File: src/rtl/gamma_calc_if.sv
// Symbol-in / metric-out bundle for the gamma branch-metric stage.
// The slave side is the gamma_calc block; the master side feeds symbols and takes metric writes.
interface gamma_calc_if #(
  parameter int IN_W   = 8,
  parameter int ADDR_W = 8,
  parameter int OUT_W  = 16
);
  logic                     in_valid;
  logic                     in_ready;
  logic signed [IN_W-1:0]   ys;
  logic signed [IN_W-1:0]   yp;
  logic signed [IN_W-1:0]   la;
  logic                     wr_en;
  logic [ADDR_W-1:0]        wr_addr;
  logic signed [OUT_W-1:0]  g_00;
  logic signed [OUT_W-1:0]  g_01;
  logic signed [OUT_W-1:0]  g_10;
  logic signed [OUT_W-1:0]  g_11;

  modport slave (
    input  in_valid, ys, yp, la,
    output in_ready, wr_en, wr_addr, g_00, g_01, g_10, g_11
  );

  modport master (
    output in_valid, ys, yp, la,
    input  in_ready, wr_en, wr_addr, g_00, g_01, g_10, g_11
  );
endinterface

File: src/rtl/gamma_calc.sv
// Branch-metric (gamma) generator for the 8-state max-log-MAP recursions: one
// soft triple per trellis step in, four bipolar (u,p) metrics out to gamma memory.
//
//   state    | meaning
//   ST_IDLE  | waiting for start
//   ST_RUN   | accepting symbols until FRAME_LEN have been taken
//   ST_FLUSH | no new symbols; draining the two-stage pipeline
//   ST_DONE  | one-cycle done pulse, busy already low
module gamma_calc #(
  parameter int FRAME_LEN = 256,
  parameter int ADDR_W    = 8,
  parameter int IN_W      = 8,
  parameter int OUT_W     = 16
) (
  input  logic          clk,
  input  logic          rst,
  input  logic          start,
  output logic          busy,
  output logic          done,
  gamma_calc_if.slave   bus
);

  localparam int CNT_W = ADDR_W + 1;
  localparam int SW    = IN_W + 1;
  localparam int GW    = IN_W + 2;

  typedef enum logic [1:0] {
    ST_IDLE  = 2'd0,
    ST_RUN   = 2'd1,
    ST_FLUSH = 2'd2,
    ST_DONE  = 2'd3
  } state_t;

  state_t state_q, state_d;

  logic [CNT_W-1:0]         rem_q, rem_d;
  logic [ADDR_W-1:0]        addr_q, addr_d;
  logic                     accept;
  logic                     rem_tc;

  logic                     v1_q, v1_d;
  logic signed [SW-1:0]     s1_q, s1_d;
  logic signed [IN_W-1:0]   yp1_q, yp1_d;
  logic [ADDR_W-1:0]        a1_q, a1_d;

  logic                     wr_en_q, wr_en_d;
  logic [ADDR_W-1:0]        wr_addr_q, wr_addr_d;
  logic signed [OUT_W-1:0]  g00_q, g00_d;
  logic signed [OUT_W-1:0]  g01_q, g01_d;
  logic signed [OUT_W-1:0]  g10_q, g10_d;
  logic signed [OUT_W-1:0]  g11_q, g11_d;

  logic signed [GW-1:0]     s_x, yp_x;
  logic signed [GW-1:0]     g00_w, g01_w, g10_w, g11_w;

  // Remaining-accept down-counter; the last symbol is the one taken at count 1.
  assign rem_tc = (rem_q == CNT_W'(1));

  always_ff @(posedge clk or negedge rst) begin
    if (!rst) begin
      state_q <= ST_IDLE;
      rem_q   <= '0;
      addr_q  <= '0;
    end else begin
      state_q <= state_d;
      rem_q   <= rem_d;
      addr_q  <= addr_d;
    end
  end

  always_comb begin
    state_d = state_q;
    rem_d   = rem_q;
    addr_d  = addr_q;
    accept  = 1'b0;
    case (state_q)
      ST_IDLE: begin
        if (start) begin
          state_d = ST_RUN;
          rem_d   = CNT_W'(FRAME_LEN);
          addr_d  = '0;
        end
      end
      ST_RUN: begin
        accept = bus.in_valid;
        if (accept) begin
          rem_d  = rem_q - CNT_W'(1);
          addr_d = addr_q + ADDR_W'(1);
          if (rem_tc) begin
            state_d = ST_FLUSH;
          end
        end
      end
      ST_FLUSH: begin
        // Once stage 1 is empty the final write is on the bus this cycle.
        if (!v1_q) begin
          state_d = ST_DONE;
        end
      end
      ST_DONE: begin
        state_d = ST_IDLE;
      end
      default: begin
        state_d = ST_IDLE;
      end
    endcase
  end

  assign bus.in_ready = (state_q == ST_RUN);
  assign busy         = (state_q == ST_RUN) || (state_q == ST_FLUSH);
  assign done         = (state_q == ST_DONE);

  // Stage 1: systematic plus a-priori folded into one term.
  always_comb begin
    v1_d  = accept;
    s1_d  = s1_q;
    yp1_d = yp1_q;
    a1_d  = a1_q;
    if (accept) begin
      s1_d  = SW'(bus.ys) + SW'(bus.la);
      yp1_d = bus.yp;
      a1_d  = addr_q;
    end
  end

  always_ff @(posedge clk or negedge rst) begin
    if (!rst) begin
      v1_q  <= 1'b0;
      s1_q  <= '0;
      yp1_q <= '0;
      a1_q  <= '0;
    end else begin
      v1_q  <= v1_d;
      s1_q  <= s1_d;
      yp1_q <= yp1_d;
      a1_q  <= a1_d;
    end
  end

  assign s_x   = GW'(s1_q);
  assign yp_x  = GW'(yp1_q);
  assign g00_w = -s_x - yp_x;
  assign g01_w = -s_x + yp_x;
  assign g10_w =  s_x - yp_x;
  assign g11_w =  s_x + yp_x;

  // Stage 2: metrics and address hold their last value across bubbles.
  always_comb begin
    wr_en_d   = v1_q;
    wr_addr_d = wr_addr_q;
    g00_d     = g00_q;
    g01_d     = g01_q;
    g10_d     = g10_q;
    g11_d     = g11_q;
    if (v1_q) begin
      wr_addr_d = a1_q;
      g00_d     = OUT_W'(g00_w);
      g01_d     = OUT_W'(g01_w);
      g10_d     = OUT_W'(g10_w);
      g11_d     = OUT_W'(g11_w);
    end
  end

  always_ff @(posedge clk or negedge rst) begin
    if (!rst) begin
      wr_en_q   <= 1'b0;
      wr_addr_q <= '0;
      g00_q     <= '0;
      g01_q     <= '0;
      g10_q     <= '0;
      g11_q     <= '0;
    end else begin
      wr_en_q   <= wr_en_d;
      wr_addr_q <= wr_addr_d;
      g00_q     <= g00_d;
      g01_q     <= g01_d;
      g10_q     <= g10_d;
      g11_q     <= g11_d;
    end
  end

  assign bus.wr_en   = wr_en_q;
  assign bus.wr_addr = wr_addr_q;
  assign bus.g_00    = g00_q;
  assign bus.g_01    = g01_q;
  assign bus.g_10    = g10_q;
  assign bus.g_11    = g11_q;

endmodule
File: src/flat_wrapper.sv
// flat-port wrapper written by rule: the top's interface ports become plain ports
module gamma_calc_flat 
#(
  parameter int FRAME_LEN = 256,
  parameter int ADDR_W    = 8,
  parameter int IN_W      = 8,
  parameter int OUT_W     = 16
)
  (clk, rst, start, busy, done, bus_in_valid, bus_ys, bus_yp, bus_la, bus_in_ready, bus_wr_en, bus_wr_addr, bus_g_00, bus_g_01, bus_g_10, bus_g_11);
  gamma_calc_if #(.IN_W(IN_W), .ADDR_W(ADDR_W), .OUT_W(OUT_W)) bus_i ();
  input  logic clk;
  input  logic rst;
  input  logic start;
  output logic busy;
  output logic done;
  input wire logic [$bits(bus_i.in_valid)-1:0] bus_in_valid;
  input wire logic [$bits(bus_i.ys)-1:0] bus_ys;
  input wire logic [$bits(bus_i.yp)-1:0] bus_yp;
  input wire logic [$bits(bus_i.la)-1:0] bus_la;
  output wire logic [$bits(bus_i.in_ready)-1:0] bus_in_ready;
  output wire logic [$bits(bus_i.wr_en)-1:0] bus_wr_en;
  output wire logic [$bits(bus_i.wr_addr)-1:0] bus_wr_addr;
  output wire logic [$bits(bus_i.g_00)-1:0] bus_g_00;
  output wire logic [$bits(bus_i.g_01)-1:0] bus_g_01;
  output wire logic [$bits(bus_i.g_10)-1:0] bus_g_10;
  output wire logic [$bits(bus_i.g_11)-1:0] bus_g_11;
  assign bus_i.in_valid = bus_in_valid;
  assign bus_i.ys = bus_ys;
  assign bus_i.yp = bus_yp;
  assign bus_i.la = bus_la;
  assign bus_in_ready = bus_i.in_ready;
  assign bus_wr_en = bus_i.wr_en;
  assign bus_wr_addr = bus_i.wr_addr;
  assign bus_g_00 = bus_i.g_00;
  assign bus_g_01 = bus_i.g_01;
  assign bus_g_10 = bus_i.g_10;
  assign bus_g_11 = bus_i.g_11;
  gamma_calc #(.FRAME_LEN(FRAME_LEN), .ADDR_W(ADDR_W), .IN_W(IN_W), .OUT_W(OUT_W)) u_core (.clk(clk), .rst(rst), .start(start), .busy(busy), .done(done), .bus(bus_i));
endmodule
File: config.mk
export PLATFORM = sky130hd
export DESIGN_NAME = gamma_calc_flat
export DESIGN_NICKNAME = d
export VERILOG_FILES = /design/src/rtl/gamma_calc_if.sv /design/src/rtl/gamma_calc.sv /design/src/flat_wrapper.sv
export SDC_FILE = /design/constraint.sdc
export NUM_CORES = 1
export LEC_CHECK = 0
export CAP_MARGIN = 20
export CORE_ASPECT_RATIO = 0.8
export CORE_MARGIN = 2
export CORE_UTILIZATION = 55
export DETAILED_ROUTE_END_ITERATION = 10
export GPL_TIMING_DRIVEN = 0
export PLACE_DENSITY = 0.83
export SLEW_MARGIN = 20
export SYNTH_ARGS = -nofsm -noshare
export SYNTH_HDL_FRONTEND = slang
export SYNTH_SLANG_ARGS = --single-unit
File: constraint.sdc
create_clock -name clk -period 4 [get_ports clk]
set_input_delay 0.8 -clock clk [delete_from_list [all_inputs] [get_ports clk]]
set_output_delay 0.8 -clock clk [all_outputs]
set_load 0.01 [all_outputs]
==> flow_summary.json, run 1 <==
{
  "wl_per_cell_um": 17.8,
  "mappedNetlistArea_mm2": 0.00599,
  "cts_buffers": 9,
  "dp_slack_ns": 1.09,
  "finalHoldViolations": 0,
  "synth_largest_area_cell": "dfrtp_1",
  "async_flop_share_pct": 100,
  "die_area_mm2": 0.0117,
  "synth_most_common_cell": "dfrtp_1",
  "final_area_mm2": 0.00752,
  "area_growth_pct": 25.5,
  "relSlewSlack_pct": 42.8,
  "start_util_pct": 55.9,
  "worstSetupPathType": "flip-flop to flip-flop",
  "grt_pass1_vias": 5346,
  "synth_edf_count": 0,
  "final_cells": 897,
  "ys_types": 65,
  "cap_violations": 0,
  "cts_resized": 0,
  "port-buffer-count": 103,
  "ys_seq_area_share_pct": 38.0,
  "htree_levels": 3,
  "die_width_um": 121,
  "core_mm2": 0.0107,
  "die_h_um": 97.3,
  "clock_skew_ns": 0.00759,
  "cts_root_buf": "clkbuf_16",
  "slew_viol_final": 0,
  "grt_overflow": 0,
  "track_usage_pct": 28.8,
  "ff2ff_path_depth": 13,
  "routed_wl_um": 16000,
  "rrSetupSlack_ns": 1.04,
  "grt_pass1_wl_um": 26500,
  "crit_required_ns": 4.27,
  "synth_common_cells": "dfrtp_1 (91), ha_1 (50), o21ai_0 (43), nand2_1 (42), nor2_1 (39)",
  "ys.flop_type": "dfrtp_1",
  "clkTransAtPathRegs_ns": 0.07,
  "synth-adder-area-share_pct": 12.1,
  "ctsHoldBuffers": 0,
  "worst_r2r_endpoint": "u_core.bus.g_01[9]$_DFFE_PN0P_",
  "syn_avg_cell_area_um2": 9.46,
  "min_period_ns": 2.96,
  "setup_tns_ns": 0,
  "dr.pass1.iters": 5,
  "synth_top_family_by_area": "compound AO/OA/AOI/OAI gates",
  "dp_hpwl_um": 12100,
  "nFillCells": 834,
  "synth_compound_area_share_pct": 17.7,
  "ys_ff_latch": 91,
  "syn_inst": 633,
  "antenna_found_initial": 0,
  "post-route-period-util_pct": 74.1,
  "synth_xor_area_share_pct": 4.97,
  "via_count": 5215,
  "tritoncts": "yes",
  "drc": 0,
  "cts_buffer_depth": 2,
  "timing.hold.worst_path_depth": 0,
  "cp-end-kind": "flip-flop",
  "rsz0062_at_grt": "false",
  "critical_path_arrival_ns": 3.23,
  "cts_setup_buffers": 0,
  "finalSetupViolations": 0,
  "fmax_mhz": 337,
  "min_from": "u_core.v1_q$_DFF_PN0_",
  "final_nets": 831,
  "std_cell_rows": 34,
  "min_to": "u_core.bus.wr_en$_DFF_PN0_",
  "clock-sinks": 91,
  "ys_top_cells_by_area": "dfrtp_1 (38%), ha_1 (10%), mux2_2 (3.9%)",
  "worstMarginPinSlew_ns": 0.859,
  "ant_nets": 0,
  "yosysTopAreaCellShare_pct": 38.0,
  "n_antenna_cell": 0,
  "grt_max_degree": 48,
  "leakage_uw": 0.00332,
  "yosysWarnings": 0,
  "placed_area_mm2": 0.00723,
  "synth.area.mux_share_pct": 4.80,
  "io-pin-count": 104,
  "fin_hold_ws_ns": 0.380,
  "clk_latency_ns": 0.35,
  "drtIter0Drc": 417,
  "worst_ir_drop_vdd_mv": 0.418,
  "avgViaCountPerCell": 5.81,
  "place.gp.congestion": 0.936,
  "path_max_fanout": 9,
  "pwr_density_cell_mw_per_mm2": 990,
  "rr_startpoint": "u_core.s1_q[1]$_DFFE_PN0P_",
  "worst_slack_ns": 1.04,
  "holdCritPathClass": "flip-flop to flip-flop",
  "worst_setup_path_start_kind": "flip-flop",
  "syn_nets": 716,
  "synth-simple-area-share_pct": 15.1,
  "drive_gt1_share_pct": 10.5,
  "status": "finished, final reports clean",
  "dp.cells": 881
}
-- worst max-delay path, stage by stage, from the launching register on --
cell      delay (ns)
dfrtp_1         0.43
inv_1           0.19
ha_1            0.22
nand2_1         0.11
nor2_1          0.10
nand2_1         0.07
xor2_1          0.17
ha_1            0.29
clkbuf_1        0.33
inv_1           0.15
a21oi_1         0.18
o31ai_1         0.10
or3_1           0.35
a31oi_1         0.17
-- metrics by stage --
stage	total power [µW]	util [%]
3_3_place_gp	6300	67.2
5_1_grt	8030	70.1
4_1_cts	7380	70.1
6_report	7440	70.1
3_5_place_dp	6480	67.4
2_1_floorplan	4810	-
-- report_power, final --
| group | internal (µW) | switching [µW] | total [µW] |
|---|---|---|---|
| logic | 2270 | 2670 | 4930 |
| clock network | 439 | 413 | 853 |
| registers | 1290 | 369 | 1660 |
-- worst max-delay path by stage --
stage	startpoint	endpoint	slack [ns]	depth (start not counted)
global route	u_core.s1_q[1]$_DFFE_PN0P_	u_core.bus.g_01[9]$_DFFE_PN0P_	0.82	13
finish	u_core.s1_q[1]$_DFFE_PN0P_	u_core.bus.g_01[9]$_DFFE_PN0P_	1.04	13
detailed placement	u_core.s1_q[1]$_DFFE_PN0P_	u_core.bus.g_01[9]$_DFFE_PN0P_	1.09	13
CTS	u_core.s1_q[1]$_DFFE_PN0P_	u_core.bus.g_01[9]$_DFFE_PN0P_	1.07	13
floorplan	u_core.s1_q[1]$_DFFE_PN0P_	u_core.bus.g_00[9]$_DFFE_PN0P_	1.38	11
global placement	rst	u_core.s1_q[8]$_DFFE_PN0P_	-1.13	1
-- cells by family after synthesis --
group | count (synthesis)
multiplexers | 26
adder cells (fa/ha/maj) | 55
AND/OR/NAND/NOR | 180
flip-flops | 91
XOR/XNOR | 34
buffers and inverters | 88
AO/OA/AOI/OAI | 159
-- routing by layer --
layer / up-vias / share of wire [%] / track usage, %
met4: 0 / 2.1 / 8.86
met3: 26 / 6.5 / 6.10
li1: 2464 / - / -
met2: 194 / 45 / 45.9
met1: 2531 / 46 / 39.4
met5: - / 0 / 0
-- cell type report --
class                   instances  area, µm²  share of cell area [%]
plain buffers                  52        302                    4.01
clock buffers                   9        225                    3.00
clock inverters                 7       68.8                   0.915
inverters                      36        135                    1.80
multi-input cells             454       3280                    43.6
flip-flops and latches         91       2280                    30.3
well taps                     144        180                    2.40
repair buffers                104       1060                    14.0
-- sequential cells by signal, indices dropped and copies added, names as in the netlist, 8 cells and up --
name                count
u_core.bus.g_11        10
u_core.bus.g_00         9
u_core.bus.g_01         9
u_core.bus.g_10         9
u_core.rem_q            9
u_core.s1_q             9
u_core.a1_q             8
u_core.addr_q           8
u_core.bus.wr_addr      8
u_core.yp1_q            8
-- placed cells by master (no fill, tap or decap), drive strengths merged, types with 10 or more instances in the layout --
cell type,n
a21oi,34
buf,36
clkbuf,27
clkdlybuf4s50,102
dfrtp,91
ha,50
inv,38
mux2,22
nand2,42
nand2b,11
nand3,16
nor2,39
nor2b,14
nor3,24
o21ai,43
o31ai,10
xnor2,24
xor2,10
Note: power is estimated with default switching activity, not from simulation.
==> run 2: changes to the inputs <==
- CORE_UTILIZATION: 55 -> 54
- PLACE_DENSITY: 0.83 -> 0.81
- clock period: 4 -> 2.85 ns (I/O delays scaled with it)
==> run 2 against run 1 <==
Net effect:
- clock-buffer cell count up 1
- cell area grew 0.93%
- via count barely moved
- global-route usage is 0.40 points lower
- critical path type unchanged
- cell count increased by 0.33%
- sequential cell count unchanged
- die area increased by 1.8%
- largest cell class unchanged
- worst hold slack worse by 0.28 ns
==> flow_summary.json, run 2 (synthesis results as in run 1) <==
{
  "status": "finished, final reports clean",
  "start_util_pct": 55.2,
  "crit_chain": "buf_4, nor3_1, nand2_1, xor2_1, ha_1, nor2b_1, a221o_1, a221oi_2, a21oi_1, o31ai_1",
  "critical_path_arrival_ns": 2.91,
  "layout_commonest_cell": "clkdlybuf4s50_1",
  "cp-end-kind": "flip-flop",
  "relSlewSlack_pct": 40.1,
  "nFillCells": 843,
  "io-pin-count": 104,
  "regArea_mm2": 0.00228,
  "crit_path_top_delay_cell": "dfrtp_1",
  "cts_buffers": 9,
  "avgViaCountPerCell": 5.80,
  "dp_hpwl_um": 12600,
  "finalHoldViolations": 0,
  "routed_wl_um": 16300,
  "n_antenna_cell": 0,
  "final_cells": 900,
  "path_max_fanout": 4,
  "crit_family": "compound AO/OA/AOI/OAI gates",
  "worst_slack_ns": 0.181,
  "dr.pass1.iters": 5,
  "clk_latency_ns": 0.35,
  "tritoncts": "yes",
  "worst_ir_drop_vdd_mv": 0.546,
  "grt_overflow": 0,
  "drc": 0,
  "path_buf_inv": 1,
  "setup_tns_ns": 0,
  "slew_viol_final": 0,
  "slowest_delay_ns": 0.41,
  "pwr_density_cell_mw_per_mm2": 1410,
  "crit_required_ns": 3.10,
  "die_area_mm2": 0.0120,
  "final_cell_mix": "clkdlybuf4s50_1 (102), dfrtp_1 (91), ha_1 (47)",
  "dp_slack_ns": -0.133,
  "worst_setup_path_start_kind": "flip-flop",
  "clock-sinks": 91,
  "drive_gt1_share_pct": 12.2,
  "holdCritPathClass": "primary input to async pin",
  "track_usage_pct": 28.4,
  "via_count": 5218,
  "grt_pass1_wl_um": 26400,
  "wl_per_cell_um": 18.1,
  "port-buffer-count": 103,
  "clock_skew_ns": 0.00868,
  "final_nets": 834,
  "die_h_um": 98.2,
  "area_growth_pct": 26.7,
  "multi_input_comb_area_mm2": 0.00330,
  "std_cell_rows": 34,
  "rrSetupSlack_ns": 0.18,
  "worstMarginPinSlew_ns": 0.899,
  "antenna_found_initial": 0,
  "dp.cells": 881,
  "post-route-period-util_pct": 93.7,
  "core_mm2": 0.0108,
  "grt_pass1_vias": 5230,
  "finalSetupViolations": 0,
  "largest_reg_flops": 10,
  "place.gp.congestion": 0.912,
  "min_period_ns": 2.67,
  "ant_nets": 0,
  "grt_max_degree": 60,
  "cts_buffer_depth": 2,
  "worstSetupPathType": "flip-flop to flip-flop",
  "clkTransAtPathRegs_ns": 0.07,
  "cap_violations": 0,
  "die_width_um": 122,
  "cts_root_buf": "clkbuf_16",
  "htree_levels": 3,
  "leakage_uw": 0.00335,
  "drtIter0Drc": 367,
  "fmax_mhz": 375
}
-- run 2: repair_timing --
| action | CTS | global route |
|---|---|---|
| setup buffers | 2 | 2 |
| resized for setup | 3 | 7 |
| pin swaps | 1 | 3 |
| endpoints found under the hold margin | 0 | 0 |
| setup endpoints to repair | 3 | 4 |
| hold buffers | 0 | 0 |
-- run 2: power by group --
part           switching [µW]  internal [µW]  total [µW]
clock network             532            712        1240
registers                 516           1810        2320
logic                    3820           3300        7120
-- run 2: worst paths after layout --
| path | start | to | cells after the start |
|---|---|---|---|
| worst max register to register | u_core.s1_q[0]$_DFFE_PN0P_ | u_core.bus.g_00[9]$_DFFE_PN0P_ | 10 |
| worst min-delay path | rst | u_core.state_q[0]$_DFFE_PN0P_ | 1 |
| max in group asynchronous | rst | u_core.s1_q[4]$_DFFE_PN0P_ | 2 |
| worst min register to register | u_core.v1_q$_DFF_PN0_ | u_core.bus.wr_en$_DFF_PN0_ | 0 |
| worst max-delay path | u_core.s1_q[0]$_DFFE_PN0P_ | u_core.bus.g_00[9]$_DFFE_PN0P_ | 10 |
| min in group clk | u_core.v1_q$_DFF_PN0_ | u_core.bus.wr_en$_DFF_PN0_ | 0 |
-- run 2: routing by layer --
layer  part of all wire [%]  track usage, %  vias up  wire, µm
met5                      0               0        -         0
met4                    1.4            6.01        0       233
met3                    7.3            7.01       19      1180
met2                     44            43.0      201      7190
met1                     47            41.4     2538      7670
li1                       -               -     2460         -
-- run 2: layout make-up --
| cell class | count | area share (%) |
|---|---|---|
| plain buffers | 51 | 3.92 |
| clock buffers | 10 | 3.15 |
| clock inverters | 6 | 0.923 |
| inverters | 36 | 1.78 |
| multi-input cells | 454 | 43.5 |
| flip-flops and latches | 91 | 30.0 |
| well taps | 144 | 2.37 |
| repair buffers | 108 | 14.4 |
-- run 2: metrics by stage --
stage	hold slack (ns)	area, µm²	total power, µW	utilization, %
after global placement	0.382	7200	8990	66.4
after CTS	0.116	7560	10500	69.7
after detailed placement	0.389	7230	9190	66.6
after floorplan	0.274	5990	6760	-
final	0.105	7590	10700	70.0
after global routing	0.126	7590	11500	70.0
